### src/rtl/sram_skew_feeder_pkg.sv
// Shared constants and FSM encoding for the SRAM skew feeder.
package sram_skew_feeder_pkg;

    localparam int unsigned ADDR_W = 8;
    localparam int unsigned LANE_W = 8;
    localparam int unsigned LANES  = 3;
    localparam int unsigned DATA_W = LANES * LANE_W;
    localparam int unsigned RD_LAT = 1;

    typedef enum logic [1:0] {
        IDLE  = 2'd0,
        READ  = 2'd1,
        DRAIN = 2'd2,
        DONE  = 2'd3
    } state_t;

endpackage

### src/rtl/sram_skew_feeder_if.sv
// Sequencer handshake, SRAM port A and skewed lane outputs of the feeder.
interface sram_skew_feeder_if #(
    parameter int unsigned ADDR_W = sram_skew_feeder_pkg::ADDR_W,
    parameter int unsigned LANE_W = sram_skew_feeder_pkg::LANE_W,
    parameter int unsigned LANES  = sram_skew_feeder_pkg::LANES
);
    localparam int unsigned DATA_W = LANES * LANE_W;

    logic                start;
    logic [ADDR_W-1:0]   base_addr;
    logic [ADDR_W-1:0]   len_m1;
    logic                busy;
    logic                done;
    logic                sram_en;
    logic                sram_we;
    logic [ADDR_W-1:0]   sram_addr;
    logic [DATA_W-1:0]   sram_rdata;
    logic [DATA_W-1:0]   lane_data;
    logic [LANES-1:0]    lane_valid;

    // Environment side: sequencer plus SRAM read data.
    modport master (
        output start, base_addr, len_m1, sram_rdata,
        input  busy, done, sram_en, sram_we, sram_addr, lane_data, lane_valid
    );

    // Feeder side.
    modport slave (
        input  start, base_addr, len_m1, sram_rdata,
        output busy, done, sram_en, sram_we, sram_addr, lane_data, lane_valid
    );

endinterface

### src/rtl/sram_skew_feeder_skew_delay_line.sv
// DEPTH-stage register chain with valid; invalid entries carry zero data.
module skew_delay_line #(
    parameter int unsigned DEPTH = 1,
    parameter int unsigned WIDTH = 8
) (
    input  logic             clk,
    input  logic             rst,
    input  logic             src_valid,
    input  logic [WIDTH-1:0] src_data,
    output logic             dly_valid,
    output logic [WIDTH-1:0] dly_data
);

    generate
        if (DEPTH == 0) begin : g_wire
            logic unused_clk_rst;
            assign unused_clk_rst = clk | rst;
            assign dly_valid = src_valid;
            assign dly_data  = src_valid ? src_data : '0;
        end else begin : g_chain
            logic [DEPTH-1:0] v_q;
            logic [WIDTH-1:0] d_q [DEPTH];

            always_ff @(posedge clk or posedge rst) begin
                if (rst) begin
                    v_q <= '0;
                    for (int unsigned i = 0; i < DEPTH; i++) begin
                        d_q[i] <= '0;
                    end
                end else begin
                    v_q[0] <= src_valid;
                    d_q[0] <= src_valid ? src_data : '0;
                    for (int unsigned i = 1; i < DEPTH; i++) begin
                        v_q[i] <= v_q[i-1];
                        d_q[i] <= d_q[i-1];
                    end
                end
            end

            assign dly_valid = v_q[DEPTH-1];
            assign dly_data  = v_q[DEPTH-1] ? d_q[DEPTH-1] : '0;
        end
    endgenerate

endmodule

### src/rtl/sram_skew_feeder.sv
// Reads a run of SRAM words and emits their bytes on LANES lanes,
// lane k delayed k cycles, to feed the edge of a systolic array.
module sram_skew_feeder #(
    parameter int unsigned ADDR_W = sram_skew_feeder_pkg::ADDR_W,
    parameter int unsigned LANE_W = sram_skew_feeder_pkg::LANE_W,
    parameter int unsigned LANES  = sram_skew_feeder_pkg::LANES
) (
    input  logic              clk,
    input  logic              rst,
    sram_skew_feeder_if.slave bus
);
    import sram_skew_feeder_pkg::*;

    localparam int unsigned DATA_W    = LANES * LANE_W;
    // SRAM latency + stage 0 + deepest skew chain.
    localparam int unsigned DRAIN_LEN = RD_LAT + 1 + (LANES - 1);

    state_t            state, state_nxt;
    logic [ADDR_W-1:0] addr_q, addr_nxt;
    logic [ADDR_W-1:0] cnt_q, cnt_nxt;
    logic              rd_v;
    logic              s0_v;
    logic [DATA_W-1:0] s0_data;
    logic [LANES-1:0]  lane_valid_w;
    logic [DATA_W-1:0] lane_data_w;

    always_ff @(posedge clk or posedge rst) begin
        if (rst) begin
            state  <= IDLE;
            addr_q <= '0;
            cnt_q  <= '0;
        end else begin
            state  <= state_nxt;
            addr_q <= addr_nxt;
            cnt_q  <= cnt_nxt;
        end
    end

    // The count register is reused as the drain timer once reads finish.
    always_comb begin
        state_nxt = state;
        addr_nxt  = addr_q;
        cnt_nxt   = cnt_q;
        case (state)
            IDLE: begin
                if (bus.start) begin
                    addr_nxt  = bus.base_addr;
                    cnt_nxt   = bus.len_m1;
                    state_nxt = READ;
                end
            end
            READ: begin
                addr_nxt = addr_q + ADDR_W'(1);
                if (cnt_q == '0) begin
                    cnt_nxt   = ADDR_W'(DRAIN_LEN - 1);
                    state_nxt = DRAIN;
                end else begin
                    cnt_nxt = cnt_q - ADDR_W'(1);
                end
            end
            DRAIN: begin
                if (cnt_q == '0) begin
                    state_nxt = DONE;
                end else begin
                    cnt_nxt = cnt_q - ADDR_W'(1);
                end
            end
            DONE: begin
                state_nxt = IDLE;
            end
            default: begin
                state_nxt = IDLE;
            end
        endcase
    end

    assign bus.sram_en   = (state == READ);
    assign bus.sram_we   = 1'b0;
    assign bus.sram_addr = addr_q;
    assign bus.busy      = (state == READ) || (state == DRAIN);
    assign bus.done      = (state == DONE);

    always_ff @(posedge clk or posedge rst) begin
        if (rst) begin
            rd_v    <= 1'b0;
            s0_v    <= 1'b0;
            s0_data <= '0;
        end else begin
            rd_v    <= bus.sram_en;
            s0_v    <= rd_v;
            s0_data <= rd_v ? bus.sram_rdata : '0;
        end
    end

    genvar k;
    generate
        for (k = 0; k < LANES; k++) begin : g_lane
            skew_delay_line #(
                .DEPTH(k),
                .WIDTH(LANE_W)
            ) u_dly (
                .clk      (clk),
                .rst      (rst),
                .src_valid(s0_v),
                .src_data (s0_data[k*LANE_W +: LANE_W]),
                .dly_valid(lane_valid_w[k]),
                .dly_data (lane_data_w[k*LANE_W +: LANE_W])
            );
        end
    endgenerate

    assign bus.lane_valid = lane_valid_w;
    assign bus.lane_data  = lane_data_w;

endmodule

### src/flat_wrapper.sv
// flat-port wrapper written by rule: the top's interface ports become plain ports
module sram_skew_feeder_flat import sram_skew_feeder_pkg::*;
#(
    parameter int unsigned ADDR_W = sram_skew_feeder_pkg::ADDR_W,
    parameter int unsigned LANE_W = sram_skew_feeder_pkg::LANE_W,
    parameter int unsigned LANES  = sram_skew_feeder_pkg::LANES
)
  (clk, rst, bus_start, bus_base_addr, bus_len_m1, bus_sram_rdata, bus_busy, bus_done, bus_sram_en, bus_sram_we, bus_sram_addr, bus_lane_data, bus_lane_valid);
  sram_skew_feeder_if #(.ADDR_W(ADDR_W), .LANE_W(LANE_W), .LANES(LANES)) bus_i ();
  input  logic clk;
  input  logic rst;
  input wire logic [$bits(bus_i.start)-1:0] bus_start;
  input wire logic [$bits(bus_i.base_addr)-1:0] bus_base_addr;
  input wire logic [$bits(bus_i.len_m1)-1:0] bus_len_m1;
  input wire logic [$bits(bus_i.sram_rdata)-1:0] bus_sram_rdata;
  output wire logic [$bits(bus_i.busy)-1:0] bus_busy;
  output wire logic [$bits(bus_i.done)-1:0] bus_done;
  output wire logic [$bits(bus_i.sram_en)-1:0] bus_sram_en;
  output wire logic [$bits(bus_i.sram_we)-1:0] bus_sram_we;
  output wire logic [$bits(bus_i.sram_addr)-1:0] bus_sram_addr;
  output wire logic [$bits(bus_i.lane_data)-1:0] bus_lane_data;
  output wire logic [$bits(bus_i.lane_valid)-1:0] bus_lane_valid;
  assign bus_i.start = bus_start;
  assign bus_i.base_addr = bus_base_addr;
  assign bus_i.len_m1 = bus_len_m1;
  assign bus_i.sram_rdata = bus_sram_rdata;
  assign bus_busy = bus_i.busy;
  assign bus_done = bus_i.done;
  assign bus_sram_en = bus_i.sram_en;
  assign bus_sram_we = bus_i.sram_we;
  assign bus_sram_addr = bus_i.sram_addr;
  assign bus_lane_data = bus_i.lane_data;
  assign bus_lane_valid = bus_i.lane_valid;
  sram_skew_feeder #(.ADDR_W(ADDR_W), .LANE_W(LANE_W), .LANES(LANES)) u_core (.clk(clk), .rst(rst), .bus(bus_i));
endmodule
### config.mk
export PLATFORM = sky130hd
export DESIGN_NAME = sram_skew_feeder_flat
export DESIGN_NICKNAME = d
export VERILOG_FILES = /design/src/rtl/sram_skew_feeder_pkg.sv /design/src/rtl/sram_skew_feeder_if.sv /design/src/rtl/sram_skew_feeder_skew_delay_line.sv /design/src/rtl/sram_skew_feeder.sv /design/src/flat_wrapper.sv
export SDC_FILE = /design/constraint.sdc
export NUM_CORES = 1
export LEC_CHECK = 0
export ABC_AREA = 1
export BUFFER_PORTS_ARGS = -buffer_cell sky130_fd_sc_hd__clkbuf_2
export CAP_MARGIN = 15
export CELL_PAD_IN_SITES_DETAIL_PLACEMENT = 1
export CELL_PAD_IN_SITES_GLOBAL_PLACEMENT = 2
export CORE_ASPECT_RATIO = 1.1
export CORE_MARGIN = 5
export CORE_UTILIZATION = 27
export CTS_BUF_LIST = sky130_fd_sc_hd__clkbuf_16
export DETAILED_ROUTE_END_ITERATION = 8
export GPL_TIMING_DRIVEN = 1
export PLACE_DENSITY = 0.82
export SLEW_MARGIN = 25
export SYNTH_ARGS = -nofsm -noshare
export SYNTH_HDL_FRONTEND = slang
export SYNTH_HIERARCHICAL = 1
export SYNTH_SLANG_ARGS = --single-unit
export TNS_END_PERCENT = 50
### constraint.sdc
create_clock -name clk -period 1.51 [get_ports clk]
set_input_delay 0.151 -clock clk [delete_from_list [all_inputs] [get_ports clk]]
set_output_delay 0.151 -clock clk [all_outputs]
set_load 0.05 [all_outputs]
# [Word level (Yosys, flattened, before mapping)]
# Index checks and enable logic that the tools add are counted.
[totals] ff_bits=71 in_bits=43 output_inout_bits=39 word_cells=44
[classes] n_addsub=2 eq_ne=7 mux=16 reduce_logical=8
[op_table] operator="2-to-1 mux 8 bit" count=9
[op_table] operator="2-to-1 mux 24 bit" count=1
[op_table] operator="one-hot mux 8 bit (3 select lines)" count=1
[op_table] operator="one-hot mux 8 bit (2 select lines)" count=1
[op_table] operator="adder 8 x 1 -> 8 bit (second input constant)" count=1
[op_table] operator="logical NOT 8 bit" count=1
[op_table] operator="one-hot mux 2 bit (4 select lines)" count=1
[op_table] operator="subtractor 8 x 1 -> 8 bit (second input constant)" count=1
[op_table] operator="2-to-1 mux 2 bit" count=3
[op_table] operator="!= test 2 bit (second input constant)" count=3
[op_table] operator="AND reduction 3 bit" count=2
[op_table] operator="== test 2 bit (second input constant)" count=2
[op_table] operator="nonzero test 3 bit" count=1
[op_table] operator="== test 2 x 1 -> 1 bit (second input constant)" count=1
[op_table] operator="logical NOT 2 bit" count=1
[op_table] operator="!= test 2 x 1 -> 1 bit (second input constant)" count=1
[op_table] operator="AND reduction 2 bit" count=1
[op_table] operator="nonzero test 2 bit" count=1
[op_table] operator="logical OR 1 bit" count=1

# [Logic depth before layout (Yosys ltp)]
# Gate-level depths: netlist of run 1.
[depth] depth_word=3 mapped_depth=11 mapped_depth_nobuf=11

# [Cells and area by module]
# The synthesis of run 1 kept the hierarchy.
[by_module_without_submodules] module="sram_skew_feeder" instances=1 cells_per_inst=286 area_per_inst_um2=2263.4 seq_area_each_um2=1101.1
[by_module_without_submodules] module="skew_delay_line (u_core.g_lane[2].u_dly)" instances=1 cells_per_inst=53 area_per_inst_um2=584.3 seq_area_each_um2=450.4
[by_module_without_submodules] module="skew_delay_line (u_core.g_lane[1].u_dly)" instances=1 cells_per_inst=44 area_per_inst_um2=359.1 seq_area_each_um2=225.2
[by_module_without_submodules] module="skew_delay_line (u_core.g_lane[0].u_dly)" instances=1 cells_per_inst=18 area_per_inst_um2=72.6 seq_area_each_um2=0.0

# [Least setup slack after synthesis of run 1]
# Ideal clock, no wire load.
[synth_path] path_kind="register to register" from="reg u_core.state[1]" to="reg u_core.addr_q[5], in the netlist u_core/bus.sram_addr[5]" setup_ns=0.118 arrival_ns=1.755 t_required_ns=1.392 setup_slack_ns=-0.363 stages_incl_launch_ff=10 path_buffers=0 synth_period_minus_slack_ns=1.873 cell_sequence="dfrtp_1 inv_1 ha_1 nor2_2 nor2_4 inv_2 a21oi_1 nand2_1 o21ai_1 inv_1"
[synth_via] elab_chain_len=3 word_cells_on_any_way=6 cone_classes="eq/ne: 2; mux: 1; reduce/logical: 3"
[synth_rtl] element="start: declaration" line_no="sram_skew_feeder.sv:18" text="state_t state, state_nxt;"
[synth_rtl] element="start signal: assignment" line_no="sram_skew_feeder.sv:33" text="state <= state_nxt;"
[synth_rtl] element="== test 2 x 1 -> 1 bit (*)"
[synth_rtl] element="via bus_sram_en" line_no="flat_wrapper.sv:18" text="output wire logic [$bits(bus_i.sram_en)-1:0] bus_sram_en;"
[synth_rtl] element="nonzero test 2 bit (no line)"
[synth_rtl] element="AND reduction 2 bit (no line)"
[synth_rtl] element="end signal: assignment" line_no="sram_skew_feeder.sv:34" text="addr_q <= addr_nxt;"
[synth_rtl] element="end: declaration" line_no="sram_skew_feeder.sv:19" text="logic [ADDR_W-1:0] addr_q, addr_nxt;"
# Mark *: on every way through the listed nets, which the timed path passes. The rest lies on a longest branch.
# A chain may end at the register's enable or synchronous reset.

# [Worst setup path in the final report of run 1]
[layout_path] from="reg u_core.state[1]" to="reg u_core.cnt_q[6]"
[layout_via] elab_chain_len=3 word_cells_on_any_way=8 cone_classes="eq/ne: 4; mux: 1; reduce/logical: 3"
[layout_rtl] element="== test 2 bit (tied with other cells)" line_no="sram_skew_feeder.sv:44" text="case (state)"
[layout_rtl] element="!= test 2 bit (no line) / nonzero test 3 bit (equally long branches)"
[layout_rtl] element="AND reduction 3 bit (no line)"
[layout_rtl] element="end signal: assignment" line_no="sram_skew_feeder.sv:35" text="cnt_q <= cnt_nxt;"
[layout_rtl] element="end: declaration" line_no="sram_skew_feeder.sv:20" text="logic [ADDR_W-1:0] cnt_q, cnt_nxt;"
# Several ways; a longest one is shown, not always the timed one.

==> results of run 1 <==
-- placed cells by master (no fill, tap or decap) --
master         Yosys  routed
nand2_1          120     119
inv_1             92      88
clkbuf_2           0      77
dfrtp_1           71      67
buf_4              2      23
nor2_1            23      23
a21oi_1           12      12
nand3_1           11      11
clkbuf_16          0      10
o21ai_0           10      10
inv_2              5       9
dlygate4sd3_1      0       7
nor2_4             3       7
nor2_2            10       6
o21ai_1            4       4
a21oi_2            4       4
ha_4               0       4
dfrtp_2            0       4
nand2_2            4       3
nand4_1            3       3
xor2_1             3       3
ha_1               7       3
buf_6              1       3
clkinv_2           0       2
inv_4              0       2
nand2_4            0       2
buf_12             0       2
clkinvlp_4         0       1
bufinv_16          0       1
clkbuf_8           0       1
buf_8              0       1
clkinv_1           1       1
nand3_4            1       1
a21oi_4            1       1
a31oi_1            1       1
o22ai_1            1       1
conb_1             1       1
-- metrics by stage --
stage | cells | instance area (um2) | utilization | power (uW) | hold WS, ps
detailed placement | 640 | 4000 | 0.334 | 7970 | 129
finish | 672 | 4530 | 0.378 | 10500 | 12.0
global route | 672 | 4530 | 0.378 | 11300 | 15.1
CTS | 665 | 4440 | 0.370 | 10300 | 2.83
floorplan | 401 | 3340 | - | 6660 | -21.1
global placement | 640 | 4000 | 0.334 | 7740 | 133
-- critical path: stages (launching register included) --
cell and delay [ps]:
dfrtp_2 440, inv_2 110, ha_4 160, inv_2 50, nor2_4 140, a21oi_4 60
nand2_4 190, nor2_1 80, a21oi_1 180
-- repair_timing --
| action | in CTS | in global routing |
|---|---|---|
| resized for setup | 13 | 14 |
| pin swaps | 1 | 3 |
| endpoints found under the setup margin | 19 | 20 |
| endpoints found under the hold margin | 77 | 0 |
| setup buffers | 3 | 7 |
| hold buffers | 7 | 0 |
-- logic make-up after synthesis --
group,Yosys count
flip-flops,71
AND/OR/NAND/NOR,175
buffers and inverters,111
XOR/XNOR,3
adder cells (fa/ha/maj),7
other,1
AO/OA/AOI/OAI,33
-- registers in the layout, summed over array words and instances (netlist names) --
name / count
u_core/cnt_q: 8
u_core/s0_v: 1
u_core/rd_v: 1
u_core/g_lane.u_dly/g_chain.v_q: 2
u_core/bus.sram_addr: 8
u_core/g_lane.u_dly/g_chain.d_q: 24
u_core/s0_data: 24
u_core/state: 2
u_core/g_lane.u_dly/dly_valid: 1
-- metal layers --
layer,GRT usage,up-vias,share of wire
li1,-,1387,-
met1,0.138,1315,0.41
met2,0.214,57,0.52
met3,0.0319,12,0.053
met4,0.0539,0,0.020
met5,0,-,0
-- power by group through the flow --
stage / Clock [uW] / Sequential (uW) / Combinational, uW
floorplan: 0 / 3330 / 3330
global placement: 0 / 3050 / 4690
detailed placement: 0 / 3100 / 4860
CTS: 2080 / 3080 / 5160
global route: 2180 / 3170 / 5950
finish: 2010 / 3060 / 5400
-- worst paths after layout --
check                                                       startpoint                                     to  slack, ps  cells past startpoint
worst max-delay path                                   u_core/state[1]                        u_core/cnt_q[6]          4                      8
worst min-delay path                                 bus_sram_rdata[3]                      u_core/s0_data[3]         10                      3
worst max register to register                         u_core/state[1]                        u_core/cnt_q[6]          4                      8
worst min register to register  u_core/g_lane[2].u_dly/g_chain.d_q[11]  u_core/g_lane[2].u_dly/g_chain.d_q[3]        350                      0
max in group asynchronous                                          rst  u_core/g_lane[2].u_dly/g_chain.d_q[5]        630                      3
min in group asynchronous                                          rst  u_core/g_lane[1].u_dly/g_chain.d_q[4]        340                      3
-- final cells by class --
| cell class | instances | area share |
|---|---|---|
| Sequential cell | 71 | 0.394 |
| Multi-Input combinational cell | 219 | 0.253 |
| Timing Repair Buffer | 115 | 0.167 |
| Inverter | 98 | 0.0824 |
| Clock buffer | 9 | 0.0498 |
| Tap cell | 154 | 0.0426 |
| Clock inverter | 6 | 0.0122 |
==> flow_summary.json, run 1 <==
{
  "synth-edff-count": 0,
  "swShare": 0.447,
  "grt_use_total": 0.122,
  "arrival_ps": 1760,
  "p_leak_uw": 0.00281,
  "max_clock_freq_mhz": 664,
  "cap_violations": 0,
  "intPower_uw": 5790,
  "wire_per_inst_um": 12.4,
  "worst_slack_ps": 3.84,
  "vias": 2771,
  "required_ps": 1760,
  "peakVddDrop_v": 0.00130,
  "clk_path_buf_depth": 2,
  "status": "finished clean",
  "diodes": 0,
  "synthFlopType": "dfrtp_1",
  "io_buffers": 80,
  "synth_top_family_by_area": "simple AND/OR/NAND/NOR gates",
  "synth_top_cell_area_share": 0.542,
  "synth_area_leaders": "dfrtp_1 (54%), nand2_1 (14%), inv_1 (11%), ha_1 (2.7%), nor2_1 (2.6%)",
  "p_sw_uw": 4680,
  "grt_setup_unrepaired": "yes",
  "finalSetupTns_ps": 0,
  "clock-root-buffer": "clkbuf_16",
  "antenna_found_initial": 0,
  "syn_nets": 451,
  "htreeDepth": 3,
  "synth-seq-cells": 71,
  "finalCriticalPeriod_ps": 1510,
  "totalWireLength_mm": 8.35,
  "antenna_left": 0,
  "yosys.area.top_type": "dfrtp_1",
  "skew_ps": 4.63,
  "multi_input_area_um2": 1140,
  "nets": 564,
  "die_w_um": 115,
  "synthesis.area_um2": 3280,
  "p_clk_frac": 0.192,
  "hold_path_class": "primary input to register",
  "synth_fa_ha_area_frac": 0.0267,
  "clock_latency_ps": 340,
  "syn_area_per_cell_um2": 8.18,
  "fin_crit_sh": 0.997,
  "dieArea_um2": 14500,
  "drive_gt1_frac": 0.317,
  "muxShareOfSynthArea": 0,
  "setup_viol": 0,
  "cts_tree": "yes",
  "pre_cts_slack_ps": -116,
  "clk_pin_slew_ps": 60,
  "crit_type": "register to register",
  "synth.most_common_cell": "nand2_1",
  "grt_overflow": 0,
  "syn_to_final_growth_pct": 38.0,
  "cp_max_fo": 11,
  "rows": 42,
  "slew_viol_final": 0,
  "worst_pin_slew_ps": 810,
  "fillers": 1458,
  "hold_viol": 0,
  "syn_inst": 401,
  "first_pass_iters": 4,
  "drcViolationCount": 0,
  "yosys.area_share.simple": 0.229,
  "synthXorXnorAreaFrac": 0.00801,
  "synthDistinctLibCells": 27,
  "ios": 82,
  "grt_pass1_vias": 2965,
  "async_reset_ff_frac": 1.00,
  "drtIter0Drc": 98,
  "ys_warn_count": 6,
  "cp-start-kind": "register",
  "timing.max_slew.rel_slack": 0.460,
  "die_h_um": 126,
  "viasPerCell": 4.12,
  "cts_buffers": 9,
  "crit_path_end_kind": "register",
  "place.gp.congestion": 0.749,
  "grt_pass1_wl_mm": 13.9,
  "synth_compound_area_frac": 0.0591,
  "ys_seq_area_frac": 0.542,
  "seqPwrFrac": 0.292,
  "coreArea_um2": 12000,
  "cts_sinks": 71,
  "combPwrFrac": 0.516,
  "power.density_nw_per_um2": 2310,
  "grt_max_degree": 45,
  "seqCellArea_um2": 1780,
  "dp_hpwl_mm": 6.12,
  "start_util": 0.274,
  "synth_common_cells": "nand2_1 (120), inv_1 (92), dfrtp_1 (71)"
}
Note: power is estimated with default switching activity, not from simulation.
==> run 2, diff against run 1 <==
- CORE_MARGIN: 5 -> unset
==> run 2 against run 1 <==
Against the previous run: clock-buffer cell count is the same; core utilization grew 0.33 points; clock power is essentially flat; maximum frequency grew 2.1%; first-iteration DRC count shrank 10%; final cell count shrank 1.9%; non-clock buffer count shrank 10; via count shrank 2.1%; wire length shrank 9.4%; setup slack gained 32 ps; power shrank 2.0%; cell area shrank 2.0%; highest routed layer unchanged; largest cell class unchanged; critical path type is now register to output port.
==> flow_summary.json, run 2 (synthesis gave the netlist of run 1 again) <==
{
  "status": "finished clean",
  "clk_pin_slew_ps": 60,
  "p_leak_uw": 0.00276,
  "regToRegSetupSlack_ps": 80,
  "top_regs": "u_core/g_lane.u_dly/g_chain.d_q: 24 flops, u_core/s0_data: 24 flops",
  "finalCriticalPeriod_ps": 1470,
  "arrival_ps": 1320,
  "r2r_cells": 7,
  "max_clock_freq_mhz": 678,
  "hold_end": "u_core/s0_data[11]",
  "min_path_cells": 3,
  "final_cell_mix": "nand2_1 (119), inv_1 (86), clkbuf_2 (78)",
  "slew_viol_final": 0,
  "timing.max_slew.rel_slack": 0.492,
  "cts_tree": "yes",
  "cts_buffers": 9,
  "vias": 2713,
  "drive_gt1_frac": 0.314,
  "hp-start": "bus_sram_rdata[11]",
  "grt_pass1_vias": 2766,
  "drcViolationCount": 0,
  "hold_viol": 0,
  "hold_path_class": "primary input to register",
  "ios": 82,
  "p_sw_uw": 4600,
  "cp-start-kind": "register",
  "skew_ps": 4.78,
  "totalWireLength_mm": 7.57,
  "p_clk_frac": 0.198,
  "drtIter0Drc": 88,
  "worst_pin_slew_ps": 763,
  "start_util": 0.282,
  "clk_path_buf_depth": 2,
  "seqPwrFrac": 0.297,
  "crit_type": "register to output port",
  "die_h_um": 118,
  "die_w_um": 107,
  "antenna_found_initial": 0,
  "detailed_place.area_um2": 3990,
  "startpoint": "u_core/state[0]",
  "peakVddDrop_v": 0.000880,
  "antenna_left": 0,
  "cap_violations": 0,
  "grt_pass1_wl_mm": 12.9,
  "intPower_uw": 5660,
  "required_ps": 1360,
  "grt_max_degree": 45,
  "wire_per_inst_um": 11.5,
  "dp_hpwl_mm": 5.66,
  "swShare": 0.448,
  "power.density_nw_per_um2": 2310,
  "grt_overflow": 0,
  "htreeDepth": 3,
  "cp_max_fo": 3,
  "dieArea_um2": 12600,
  "place.gp.congestion": 0.783,
  "diodes": 0,
  "rows": 41,
  "clock-root-buffer": "clkbuf_16",
  "regToRegStartpoint": "u_core/state[0]",
  "nets": 554,
  "combPwrFrac": 0.505,
  "first_pass_iters": 4,
  "worstReg2RegEnd": "u_core/cnt_q[5]",
  "setup_viol": 0,
  "cts_sinks": 71,
  "grt_use_total": 0.132,
  "fin_crit_sh": 0.977,
  "clock_latency_ps": 320,
  "coreArea_um2": 11600,
  "final_area_um2": 4440,
  "finalSetupTns_ps": 0,
  "crit_path_end_kind": "output port",
  "syn_to_final_growth_pct": 35.3,
  "viasPerCell": 4.12,
  "io_buffers": 80,
  "final_common_cell": "nand2_1"
}
-- run 2: cell count changes in the layout (fill, tap and decap cells not counted), sizes merged --
cell,change
clkinv,+4
inv,-2
buf,-5
dlygate4sd3,-6
clkinvlp,-1
clkbuf,+1
-- run 2: metal layers --
| layer | GRT usage | wire, um |
|---|---|---|
| met5 | 0 | 0 |
| met4 | 0.0411 | 88 |
| met3 | 0.0349 | 301 |
| met2 | 0.231 | 3930 |
| met1 | 0.155 | 3250 |
-- run 2: worst max-delay path, cell delays in order, from the launching register on --
cell	delay (ps)
dfrtp_1	400
buf_4	150
ha_4	170
buf_8	120
clkbuf_16	160
-- run 2: final cells by class --
cell class | instances | area, um2
flip-flops and latches | 71 | 1780
repair buffers | 105 | 656
clock inverters | 7 | 63.8
inverters | 98 | 373
multi-input cells | 219 | 1150
clock buffers | 9 | 225
well taps | 150 | 188
fillers | 1411 | 7210
-- run 2: worst max-delay path by stage --
stage	endpoint	cells past startpoint
after CTS	u_core/bus.sram_addr[5]	10
after global placement	u_core/cnt_q[4]	9
after global routing	u_core/cnt_q[7]	11
after detailed placement	u_core/cnt_q[7]	9
after floorplan	u_core/cnt_q[0]	8
final	bus_sram_en	4
-- run 2: metrics by stage --
stage / hold WS (ps) / cells / util / setup slack, ps / total power [uW]
after floorplan: -21.1 / 401 / - / -0.900 / 6660
after global placement: 136 / 635 / 0.343 / -0.895 / 7690
after detailed placement: 132 / 635 / 0.343 / -82.1 / 7890
after CTS: 5.88 / 656 / 0.377 / 2.62 / 10300
after global routing: 1.25 / 659 / 0.381 / -12.9 / 11100
final: 15.8 / 659 / 0.381 / 35.3 / 10300
-- run 2: power groups by stage --
| stage | clock network (uW) | registers (uW) | logic, uW |
|---|---|---|---|
| floorplan | 0 | 3330 | 3330 |
| global placement | 0 | 3040 | 4650 |
| detailed placement | 0 | 3080 | 4810 |
| CTS | 2090 | 3060 | 5130 |
| global route | 2190 | 3150 | 5760 |
| finish | 2030 | 3040 | 5180 |
-- run 2: what timing repair did --
item / CTS / global route
hold buffers: 1 / 0
pin swaps: 1 / 5
endpoints found under the hold margin: 71 / 0
endpoints found under the setup margin: 14 / 12
buffers inserted: 4 / 3
gates resized for setup: 14 / 10
cloned: 0 / 0
==> run 3, diff against run 2 <==
- ABC_AREA: 1 -> unset
- CORE_UTILIZATION: 27 -> 29
- PLACE_DENSITY: 0.82 -> 0.81
==> run 3 against run 2 <==
Against the previous run: the flow now finishes with violations (setup timing); clock power up 15%; non-clock buffer count up 15; sequential power down 38%; register-to-register slack worse by 290 ps; maximum frequency down 14%; clock-buffer cell count unchanged; area after synthesis down 8.9%; final cell count down 22%; largest cell class unchanged.
==> flow_summary.json, run 3 <==
{
  "syn_area_per_cell_um2": 11.4,
  "die_w_um": 98.8,
  "grt_pass1_vias": 2678,
  "slowest_stage": "or4_4",
  "syn_nets": 312,
  "antenna_found_initial": 0,
  "async_reset_ff_frac": 1.00,
  "cap_violations": 0,
  "synth.most_common_cell": "dfrtp_1",
  "cp_max_fo": 6,
  "synthDistinctLibCells": 35,
  "final_area_um2": 4430,
  "wirelength_met1_mm": 3.30,
  "clock-root-buffer": "clkbuf_16",
  "path_cells": "or4_4, nor3_4, buf_4, a221oi_2, o22ai_1",
  "htreeDepth": 3,
  "fillers": 1104,
  "place.gp.congestion": 0.831,
  "min_path_cells": 2,
  "synth_common_cells": "dfrtp_1 (71), and2_1 (64), inv_1 (17)",
  "ios": 82,
  "required_ps": 1750,
  "arrival_ps": 1960,
  "pre_cts_slack_ps": -384,
  "peakVddDrop_v": 0.000600,
  "final_common_cell": "clkbuf_2",
  "finalNonFillerCells": 511,
  "synth-edff-count": 0,
  "placed_cells": 485,
  "fin_crit_sh": 1.14,
  "slew_viol_final": 0,
  "power.density_nw_per_um2": 980,
  "dp_hpwl_mm": 5.46,
  "antenna_left": 0,
  "grt_setup_unrepaired": "yes",
  "setup_viol": 17,
  "totalWireLength_mm": 7.98,
  "final_cell_mix": "clkbuf_2 (77), dfrtp_1 (71), and2_1 (64)",
  "synthesis.area_um2": 2990,
  "die_h_um": 108,
  "worst_slack_ps": -214,
  "ys_seq_area_frac": 0.595,
  "wire_per_inst_um": 15.6,
  "rows": 38,
  "crit_type": "register to register",
  "critPathMaxStageDelay_ps": 530,
  "dieArea_um2": 10700,
  "synth_area_leaders": "dfrtp_1 (59%), and2_1 (13%), ha_1 (2.9%), o22ai_1 (2.3%), inv_1 (2.1%)",
  "drtIter0Drc": 42,
  "yosys.area.top_type": "dfrtp_1",
  "status": "complete, but fails checks",
  "hold_end": "u_core/s0_data[12]",
  "hold_path_class": "primary input to register",
  "skew_ps": 8.13,
  "clk_pin_slew_ps": 60,
  "finalCriticalPeriod_ps": 1720,
  "seqCellArea_um2": 1780,
  "regToRegSetupSlack_ps": -210,
  "worst_pin_slew_ps": 669,
  "synth_top_cell_area_share": 0.595,
  "grt_use_total": 0.157,
  "topRoutingLayerUsed": "met4",
  "clk_path_buf_depth": 2,
  "first_pass_iters": 4,
  "cp_top_family": "simple AND/OR/NAND/NOR gates",
  "start_util": 0.301,
  "clock_latency_ps": 330,
  "r2r_cells": 5,
  "cts_buffers": 9,
  "startpoint": "u_core/cnt_q[4]",
  "cts_sinks": 71,
  "regToRegStartpoint": "u_core/cnt_q[4]",
  "hp-start": "bus_sram_rdata[12]",
  "synth-seq-cells": 71,
  "multi_input_area_um2": 1330,
  "synthFlopType": "dfrtp_1",
  "coreArea_um2": 9940,
  "detailed_place.area_um2": 3830,
  "crit_path_end_kind": "register",
  "io_buffers": 80,
  "power_uw": 4340,
  "syn_to_final_growth_pct": 48.4,
  "worstReg2RegEnd": "u_core/cnt_q[4]",
  "final_util": 0.446,
  "syn_inst": 262,
  "viasPerCell": 4.79,
  "vias": 2449,
  "max_clock_freq_mhz": 580,
  "cp-start-kind": "register",
  "diodes": 0,
  "top_regs": "u_core/g_lane.u_dly/g_chain.d_q: 24 flops, u_core/s0_data: 24 flops",
  "grt_max_degree": 45,
  "met2WireLength_mm": 4.23,
  "p_leak_uw": 0.00226,
  "drcViolationCount": 0,
  "nets": 436,
  "cts_tree": "yes",
  "drive_gt1_frac": 0.437,
  "crit_buf_inv": 1,
  "violations": "setup timing",
  "grt_overflow": 0,
  "ys_warn_count": 6,
  "wl_met3_um": 332,
  "hold_viol": 0,
  "timing.max_slew.rel_slack": 0.553,
  "grt_pass1_wl_mm": 12.9
}
[run 3: cell types whose count changed after synthesis, moves of 10 or more]
cell,change
nor2_2,-10
and2_1,+64
inv_1,-75
nor2_1,-18
nand2_1,-111
o22ai_1,+10
[run 3: cells by family after synthesis]
logic type               share of synthesized area
multiplexers                                0.0239
other                                      0.00126
AND/OR/NAND/NOR                              0.201
AO/OA/AOI/OAI                                0.111
buffers and inverters                       0.0381
adder cells (fa/ha/maj)                     0.0293
flip-flops                                   0.595
[run 3: layout make-up]
cell class	count	area share
Clock buffer	9	0.0508
Clock inverter	7	0.0237
Inverter	17	0.0150
Multi-Input combinational cell	167	0.299
Sequential cell	71	0.401
Tap cell	120	0.0339
Timing Repair Buffer	120	0.176
[run 3: timing repair]
| item | in CTS | in global routing |
|---|---|---|
| cloned | 2 | 0 |
| endpoints found under the hold margin | 71 | 0 |
| setup buffers | 6 | 2 |
| hold buffers | 1 | 0 |
| pin swaps | 9 | 7 |
| setup endpoints to repair | 20 | 21 |
| resized for setup | 30 | 12 |
[run 3: worst max path at each step]
| stage | cells past startpoint | to | slack [ps] |
|---|---|---|---|
| after detailed placement | 6 | u_core/cnt_q[3] | -380 |
| after global placement | 6 | u_core/cnt_q[3] | -300 |
| after floorplan | 5 | u_core/cnt_q[0] | -210 |
| after global routing | 7 | u_core/cnt_q[4] | -270 |
| after CTS | 7 | u_core/cnt_q[6] | -190 |
| final | 5 | u_core/cnt_q[4] | -210 |
[run 3: power breakdown]
part / total (uW) / switching, uW / leakage [uW] / internal [uW]
Sequential: 1900 / 0 / 0.000962 / 1900
Clock: 2330 / 860 / 0.000158 / 1470
Combinational: 113 / 63.3 / 0.00114 / 49.3
[run 3: per-layer routing]
metal	vias to the layer above	global-route usage
met2	62	0.277
met3	10	0.0478
met4	0	0.0576
met5	-	0
met1	1224	0.180
li1	1153	-
[run 3: stage by stage]
step / TNS, ps / hold WS, ps
4_1_cts: -1980 / 25.6
2_1_floorplan: -1780 / -21.1
5_1_grt: -3100 / 28.5
3_3_place_gp: -3130 / 128
3_5_place_dp: -3980 / 138
6_report: -2000 / 38.0
